`src/rtl/joy_pkg.sv`:
```
`default_nettype none
// ============================================================================
//  Module      : joy_pkg
//  Description : Shared types, direction indices and priority helper for the
//                joystick direction filter.
//  Revision    : 1.0 - initial release
// ============================================================================
package joy_pkg;

    typedef enum logic [1:0] {
        JM_PASS  = 2'b00,
        JM_LAST  = 2'b01,
        JM_FIRST = 2'b10,
        JM_HORIZ = 2'b11
    } joy_mode_e;

    localparam int D_UP    = 3;
    localparam int D_DOWN  = 2;
    localparam int D_LEFT  = 1;
    localparam int D_RIGHT = 0;

    localparam logic [3:0] LOCK_FREE = 4'b1111;

    // Highest-priority set bit (up > down > left > right), zero if none set.
    function automatic logic [3:0] prio_sel(input logic [3:0] v);
        logic [3:0] r;
        r = 4'b0000;
        if (v[D_UP])         r[D_UP]    = 1'b1;
        else if (v[D_DOWN])  r[D_DOWN]  = 1'b1;
        else if (v[D_LEFT])  r[D_LEFT]  = 1'b1;
        else if (v[D_RIGHT]) r[D_RIGHT] = 1'b1;
        return r;
    endfunction

endpackage : joy_pkg
`default_nettype wire

```
`src/rtl/joy_dir_filter_chan.sv`:
```
`default_nettype none
// ============================================================================
//  Module      : joy_chan
//  Description : One player's input sync, direction lock and autofire.
//  Revision    : 1.0 - initial release
// ============================================================================
module joy_chan
    import joy_pkg::*;
#(
    parameter int AF_RATE_W = 4
) (
    input  logic                 clk,
    input  logic                 reset,
    input  joy_mode_e            mode,
    input  logic                 mode_chg,
    input  logic                 ce_frame,
    input  logic [3:0]           joy_in,
    input  logic                 fire_in,
    input  logic                 af_en,
    input  logic [AF_RATE_W-1:0] af_rate,
    output logic [3:0]           joy_out,
    output logic                 fire_out
);

    logic [3:0]           r_s1;
    logic [3:0]           r_s2;
    logic [3:0]           r_lock;
    logic [AF_RATE_W-1:0] r_afcnt;
    logic                 r_phase;

    logic [3:0] w_s1m;
    logic [3:0] w_edge;
    logic       w_locked;
    logic       w_held;
    logic [3:0] w_next_lock;

    // Horizontal mode hides up/down from both the lock logic and the output.
    assign w_s1m    = (mode == JM_HORIZ) ? {2'b00, r_s1[1:0]} : r_s1;
    assign w_edge   = w_s1m & ~r_s2;
    assign w_locked = (r_lock != LOCK_FREE);
    assign w_held   = ((w_s1m & r_lock) != 4'b0000);

    always_comb begin
        w_next_lock = r_lock;
        if (mode_chg || mode == JM_PASS) begin
            w_next_lock = LOCK_FREE;
        end else if (w_edge != 4'b0000 && !(mode == JM_FIRST && w_locked && w_held)) begin
            w_next_lock = prio_sel(w_edge);
        end else if (w_locked && !w_held) begin
            w_next_lock = (w_s1m == 4'b0000) ? LOCK_FREE : prio_sel(w_s1m);
        end else if (!w_locked && w_s1m != 4'b0000) begin
            w_next_lock = prio_sel(w_s1m);
        end
    end

    always_ff @(posedge clk) begin
        if (reset) begin
            r_s1    <= 4'b0000;
            r_s2    <= 4'b0000;
            r_lock  <= LOCK_FREE;
            joy_out <= 4'b0000;
        end else begin
            r_s1    <= joy_in;
            r_s2    <= r_s1;
            r_lock  <= w_next_lock;
            joy_out <= w_s1m & w_next_lock;
        end
    end

    // Release outranks a coincident frame strobe; a fresh press starts high.
    always_ff @(posedge clk) begin
        if (reset) begin
            r_afcnt  <= '0;
            r_phase  <= 1'b1;
            fire_out <= 1'b0;
        end else if (!af_en) begin
            fire_out <= fire_in;
        end else if (!fire_in) begin
            r_afcnt  <= '0;
            r_phase  <= 1'b1;
            fire_out <= 1'b0;
        end else begin
            fire_out <= r_phase;
            if (ce_frame) begin
                if (r_afcnt == af_rate) begin
                    r_afcnt <= '0;
                    r_phase <= ~r_phase;
                end else begin
                    r_afcnt <= r_afcnt + AF_RATE_W'(1);
                end
            end
        end
    end

endmodule : joy_chan
`default_nettype wire

```
`src/rtl/joy_dir_filter.sv`:
```
`default_nettype none
// ============================================================================
//  Module      : joy_dir_filter
//  Description : N-player joystick conditioner with direction restriction
//                modes and frame-paced autofire; all outputs registered.
//  Revision    : 1.0 - initial release
// ============================================================================
module joy_dir_filter
    import joy_pkg::*;
#(
    parameter int CHANNELS  = 2,
    parameter int AF_RATE_W = 4
) (
    input  logic                  clk,
    input  logic                  reset,
    input  logic [1:0]            mode,
    input  logic                  ce_frame,
    input  logic [4*CHANNELS-1:0] joy_in,
    input  logic [CHANNELS-1:0]   fire_in,
    input  logic [CHANNELS-1:0]   af_en,
    input  logic [AF_RATE_W-1:0]  af_rate,
    output logic [4*CHANNELS-1:0] joy_out,
    output logic [CHANNELS-1:0]   fire_out
);

    joy_mode_e w_mode;
    joy_mode_e r_mode;
    logic      w_mode_chg;

    assign w_mode     = joy_mode_e'(mode);
    assign w_mode_chg = (w_mode != r_mode);

    always_ff @(posedge clk) begin
        if (reset) begin
            r_mode <= JM_PASS;
        end else begin
            r_mode <= w_mode;
        end
    end

    for (genvar g = 0; g < CHANNELS; g++) begin : g_chan
        joy_chan #(
            .AF_RATE_W (AF_RATE_W)
        ) u_chan (
            .clk      (clk),
            .reset    (reset),
            .mode     (w_mode),
            .mode_chg (w_mode_chg),
            .ce_frame (ce_frame),
            .joy_in   (joy_in[4*g +: 4]),
            .fire_in  (fire_in[g]),
            .af_en    (af_en[g]),
            .af_rate  (af_rate),
            .joy_out  (joy_out[4*g +: 4]),
            .fire_out (fire_out[g])
        );
    end

endmodule : joy_dir_filter
`default_nettype wire

```
`config.mk`:
```
export PLATFORM = sky130hd
export DESIGN_NAME = joy_dir_filter
export DESIGN_NICKNAME = d
export VERILOG_FILES = /design/src/rtl/joy_pkg.sv /design/src/rtl/joy_dir_filter_chan.sv /design/src/rtl/joy_dir_filter.sv
export SDC_FILE = /design/constraint.sdc
export NUM_CORES = 1
export LEC_CHECK = 0
export ABC_AREA = 1
export CORE_MARGIN = 2
export CORE_UTILIZATION = 26
export DETAILED_ROUTE_END_ITERATION = 8
export DONT_BUFFER_PORTS = 1
export PLACE_DENSITY_LB_ADDON = 0.15
export SETUP_SLACK_MARGIN = 0.05
export SLEW_MARGIN = 40
export SYNTH_ARGS = -nofsm -noshare
export SYNTH_HDL_FRONTEND = slang
export SYNTH_SLANG_ARGS = --single-unit
```
`constraint.sdc`:
```
create_clock -name clk -period 3.5 [get_ports clk]
set_clock_uncertainty 0.2 [all_clocks]
set_input_delay 0.175 -clock clk [delete_from_list [all_inputs] [get_ports clk]]
set_output_delay 0.175 -clock clk [all_outputs]
set_load 0.01 [all_outputs]
```
# Word-level counts from Yosys, hierarchy flattened
# Index checks and enable logic that the tools add are counted.
[classes] n_addsub=2 n_bitwise=10 reduce_logical=30 eq_ne=11 muxes=56
[op_table] cell="$mux 4" n=18
[op_table] cell="$mux 1" n=30
[op_table] cell="$and 4x4->4" n=6
[op_table] cell="$reduce_bool 4->1" n=6
[op_table] cell="$mux 3" n=4
[op_table] cell="$logic_and 1x1->1" n=10
[op_table] cell="$add 4x1->4 const B" n=2
[op_table] cell="$eq 4x4->1" n=2
[op_table] cell="$logic_not 4->1" n=2
[op_table] cell="$mux 2" n=4
[op_table] cell="$ne 4x4->1 const B" n=2
[op_table] cell="$not 4->4" n=2
[op_table] cell="$logic_not 1->1" n=6
[op_table] cell="$reduce_and 3->1" n=2
[op_table] cell="$eq 2x2->1 const B" n=2
[op_table] cell="$ne 2x1->1 const B" n=2
[op_table] cell="$ne 2x2->1 const B" n=2
[op_table] cell="$reduce_and 2->1" n=2
[op_table] cell="$logic_not 2->1" n=1
[op_table] cell="$ne 2x2->1" n=1
[op_table] cell="$not 1->1" n=2
[op_table] cell="$logic_or 1x1->1" n=1
[totals] regBits=46 elab_cells=124 in_bits=21 output_inout_bits=10

# Depth between registers and ports, before layout
[depth] word_depth=11 mapped_depth=9

# Cells and area by module
# Synthesis repeated with hierarchy kept, for this count alone.
[hier_totals] hier_cells=338 area_unflattened_um2=2364.8
[by_module_without_submodules] mod="joy_chan" cells_per_inst=163 seq_area_each_um2=440.4 instances=2 area_per_inst_um2=1141.1
[by_module_without_submodules] mod="joy_dir_filter" cells_per_inst=12 seq_area_each_um2=40.0 instances=1 area_per_inst_um2=82.6

# Worst setup path after synthesis
# OpenSTA, ideal clock, no wires.
[synth_path] kind="register to register" from="register g_chan[1].u_chan.r_lock[1]" to="register g_chan[1].u_chan.r_lock[0]" arrival_ns=0.996 setup_ns=0.134 synth_period_minus_slack_ns=1.329 path_stages_with_launch=8 required_time_ns=3.166 setup_slack_ns=2.171 cell_sequence="dfxtp_1 nand2_1 nor2_2 nor2_1 nand2_4 nand2_4 nand3_1 nand3_1"
[synth_via] elab_chain_cells=7
[synth_lines] element="start, declared" line="joy_dir_filter_chan.sv:27" text="logic [3:0] r_lock;"
[synth_lines] element="start signal, assigned" line="joy_dir_filter_chan.sv:65" text="r_lock <= w_next_lock;"
[synth_lines] element="$ne 4x4->1 / $and 4x4->4 (equally long branches)" line="joy_dir_filter_chan.sv:40, joy_dir_filter_chan.sv:41"
[synth_lines] element="$logic_not 1->1, or another cell as far along" line="joy_dir_filter_chan.sv:51" text="end else if (!w_locked && w_s1m != 4'b0000) begin"
[synth_lines] element="$logic_and 1x1->1, or another cell as far along" line="joy_dir_filter_chan.sv:51"
[synth_lines] element="$mux 4, or another cell as far along" line="joy_dir_filter_chan.sv:51"
[synth_lines] element="$mux 4 / $logic_and 1x1->1 (equally long branches)" line="joy_dir_filter_chan.sv:49, joy_dir_filter_chan.sv:47"
[synth_lines] element="$mux 4 *" line="joy_dir_filter_chan.sv:47" text="end else if (w_edge != 4'b0000 && !(mode == JM_FIRST && w_locked && w_held)) begin"
[synth_lines] element="$mux 4 *" line="joy_dir_filter_chan.sv:45" text="if (mode_chg || mode == JM_PASS) begin"
# Mark *: on every way between the ends. The rest lies on a longest branch, timed or not.
# A chain may end at the register's enable or synchronous reset.

# Final worst setup path
[layout_path] from="register g_chan[1].u_chan.r_s1[2]" to="register g_chan[1].u_chan.joy_out[3]"
[layout_via] elab_chain_cells=9
[layout_lines] element="start, declared" line="joy_dir_filter_chan.sv:25" text="logic [3:0] r_s1;"
[layout_lines] element="start signal, assigned" line="joy_dir_filter_chan.sv:63" text="r_s1 <= joy_in;"
[layout_lines] element="$mux 4 *" line="joy_dir_filter_chan.sv:38" text="assign w_s1m = (mode == JM_HORIZ) ? {2'b00, r_s1[1:0]} : r_s1;"
[layout_lines] element="$and 4x4->4" line="joy_dir_filter_chan.sv:41" text="assign w_held = ((w_s1m & r_lock) != 4'b0000);"
[layout_lines] element="$reduce_bool 4->1" line="joy_dir_filter_chan.sv:41"
[layout_lines] element="$logic_not 1->1 / $logic_and 1x1->1 (equally long branches)" line="joy_dir_filter_chan.sv:49, joy_dir_filter_chan.sv:47"
[layout_lines] element="$logic_and 1x1->1 / $logic_not 1->1 (equally long branches)" line="joy_dir_filter_chan.sv:49, joy_dir_filter_chan.sv:47"
[layout_lines] element="$mux 4 / $logic_and 1x1->1 (equally long branches)" line="joy_dir_filter_chan.sv:49, joy_dir_filter_chan.sv:47"
[layout_lines] element="$mux 4 *" line="joy_dir_filter_chan.sv:47"
[layout_lines] element="$mux 4 *" line="joy_dir_filter_chan.sv:45"
[layout_lines] element="$and 4x4->4 *" line="joy_dir_filter_chan.sv:66" text="joy_out <= w_s1m & w_next_lock;"
[layout_lines] element="end signal, assigned" line="joy_dir_filter_chan.sv:66"
[layout_lines] element="end, declared" line="joy_dir_filter_chan.sv:21" text="output logic [3:0] joy_out,"
# Marks and branches as above.

==> run metrics <==
status=finished, final reports clean; Power Internal=0.847 mW; Setup violations, final=0; chip height=~100 um; Chip Width=99.6 um; min Tclk post-route=between 1.5 and 2 ns; Post-CTS Setup Bufs=0; Syn Area/Cell=a little over 7 um^2; Congestion Overflow GR=0; sequential cell fraction of total power=48.1%; Clk pwr share=33.4%; gpl congestion=roughly 0.82; Net Count, Synth=between 300 and 400; Crit. End Element=flop; Max Slew Vio Count=0; Slew @ Worst Pin=between 0.5 and 0.6 ns; Syn Inst Count=327; Slew headroom=between 60 and 70%; fraction of layout instances using a drive strength above 1=between 10% and 20%; first-pass GRT wire length=roughly 9000 um; RSZ-0062 raised after global routing=no; most instantiated cells after synthesis=70 x nand2_1, 52 x inv_1, 46 x dfxtp_1, 39 x nor2_1, 30 x nand3_1; DRC=0; final worst-path cycle share=a little under half; die area=slightly below 10000 um^2; CP Class=flop to flop; Reg clk slew, reported paths=approximately 0.09 ns; max cap viols=0; layout filler cell count=about 960; P_sw=around 0.34 mW; top post-synthesis cells by area=dfxtp_1 39%, nand2_1 11%, inv_1 8.2%; Layout area overhead=15.9%; Cell Count, Final, Fillers Out=between 400 and 500; DP Worst Slack=approximately 1.9 ns; routed len/inst=roughly 12 um; number of synthesis warnings=0; H-tree depth=2; worst ir drop on vdd=roughly 0.00015 V; DPL Wire Length=around 4000 um; CTS Hold Bufs=18; register area share after synthesis=between 30% and 40%; crit path DAT=approximately 1.6 ns; Core ar.=8810 um^2; top cell type's share of synthesized area=between 30% and 40%; Unique masters post-synth=32; Sequential cell area=921 um^2; Via density=~4.4; Post-synth top flop=dfxtp_1; CTS tree=yes; Final #Nets=369; Ant. Diodes=0; All-Layer GR Usage=11.5%; CTS root buf=clkbuf_8; final wirelength=5350 um; synthesized cell area=approximately 2400 um^2; Comb power frac=a little under a fifth; total CTS buffers=5; most used standard cell by instance count after synthesis=nand2_1; Cell Pwr Density=about 430 nW/um^2; Clk Latency, worst-skew pair=around 0.30 ns; setup ws final=approximately 1.9 ns; Tightest Hold Check Type=primary input to flop; count of antenna-violating nets left after detailed routing=0; clock buffer depth=2; ys async rst share=0%; CP Launch Type=flop; worst path required time=3.53 ns; final hold violation count=0; clock sinks=between 40 and 50; drt first pass iters=4; Post-synth EDFFs=0; number of DRC markers in iteration 0=70; switch share=28.8%; Initial Util=between 20% and 30%; FF+latch count, synth=46; Max FO, Critical Path=5; CTS resizes=0; Setup TNS Final=0 ns; I/O Pins=31; largest area contributor in the netlist=dfxtp_1; Placed Cells=between 400 and 500; area occupied by multi-input gates=~1200 um^2; largest net degree at the start of global routing=21; Core Rows=34; LEAKAGE=between 1 and 1.5 nW; initial antenna violation count=0; vias in the first global route=1949; total number of vias=between 1500 and 2000; fmax=between 0.6 and 0.7 GHz; PortBufs=0
## state kept, by name (all words and copies together), names as in the netlist
name,count
g_chan.u_chan.fire_out,2
g_chan.u_chan.joy_out,8
g_chan.u_chan.r_afcnt,8
g_chan.u_chan.r_lock,8
g_chan.u_chan.r_phase,2
g_chan.u_chan.r_s1,8
g_chan.u_chan.r_s2,8
r_mode,2
## metal layers
metal	share of wire (%)	global-route usage [%]
met2	45	18.8
met1	48	14.5
met3	5.2	3.23
met5	0	0
met4	1.6	3.90
## power by group through the flow
stage	sequential (mW)	combinational (mW)	clock (mW)
3_3_place_gp	0.585	0.203	0
3_5_place_dp	0.585	0.199	0
5_1_grt	0.576	0.250	0.432
4_1_cts	0.573	0.220	0.409
2_1_floorplan	0.578	0.172	0
6_report	0.572	0.219	0.397
## critical path, stage by stage, from the launching register on
cell	delay (ns)
dfxtp_1	0.38
o21ai_2	0.28
nand2_1	0.14
a21boi_0	0.20
nand2_1	0.07
nand2_1	0.06
nand2_1	0.08
a21oi_2	0.12
## cells in the final DEF, fill, tap and decap left out, types with 2 or more instances in the layout
master,synthesis,final
nand2_2,4,4
nand3b_2,2,2
dlygate4sd3_1,0,17
clkbuf_8,0,5
o21bai_1,2,2
nor2_2,4,4
dfxtp_1,46,46
o21ai_0,5,5
nand3_1,30,30
a211oi_1,2,2
a21oi_1,10,10
o21ai_2,3,3
inv_2,4,4
xnor2_1,9,9
mux2i_1,2,2
clkbuf_1,2,2
ha_1,2,2
nand2_4,4,4
nand4_1,5,5
nor2_1,39,39
inv_1,52,52
nand3_2,11,11
nand2_1,70,70
xor2_1,4,4
a21oi_2,4,4
nor3_1,2,2
## worst paths after layout
path	from	end	slack, ns	depth (start not counted)
setup reg to reg	g_chan[1].u_chan.r_s1[2]	g_chan[1].u_chan.joy_out[3]	1.90	7
hold reg to reg	g_chan[0].u_chan.r_s1[3]	g_chan[0].u_chan.r_s2[3]	0.29	2
hold / removal	fire_in[1]	g_chan[1].u_chan.r_afcnt[0]	0.007	4
setup / recovery	g_chan[1].u_chan.r_s1[2]	g_chan[1].u_chan.joy_out[3]	1.90	7
## area by class of cell
cell class,count,share of cell area [%]
well taps,108,4.90
repair buffers,18,6.35
multi-input cells,219,43.9
flip-flops and latches,46,33.4
clock buffers,7,2.77
clock inverters,1,1.09
inverters,56,7.62
## per-stage QoR
stage               total power, mW  area (um^2)  util, %  hold slack [ns]
CTS                            1.20         2760     31.4          0.00103
floorplan                     0.749         2380        -           0.0582
finish                         1.19         2760     31.3          0.00730
detailed placement            0.784         2480     28.1           0.0512
global placement              0.788         2480     28.1           0.0502
global route                   1.26         2760     31.3           0.0327
## kinds of logic after synthesis
| logic type | Yosys count | share of synthesized area [%] |
|---|---|---|
| XOR/XNOR | 13 | 4.79 |
| buffers and inverters | 62 | 10.4 |
| AND/OR/NAND/NOR | 174 | 36.7 |
| flip-flops | 46 | 38.7 |
| adder cells (fa/ha/maj) | 2 | 1.05 |
| multiplexers | 2 | 0.842 |
| AO/OA/AOI/OAI | 28 | 7.52 |
Power figures use the tool's default switching activity.
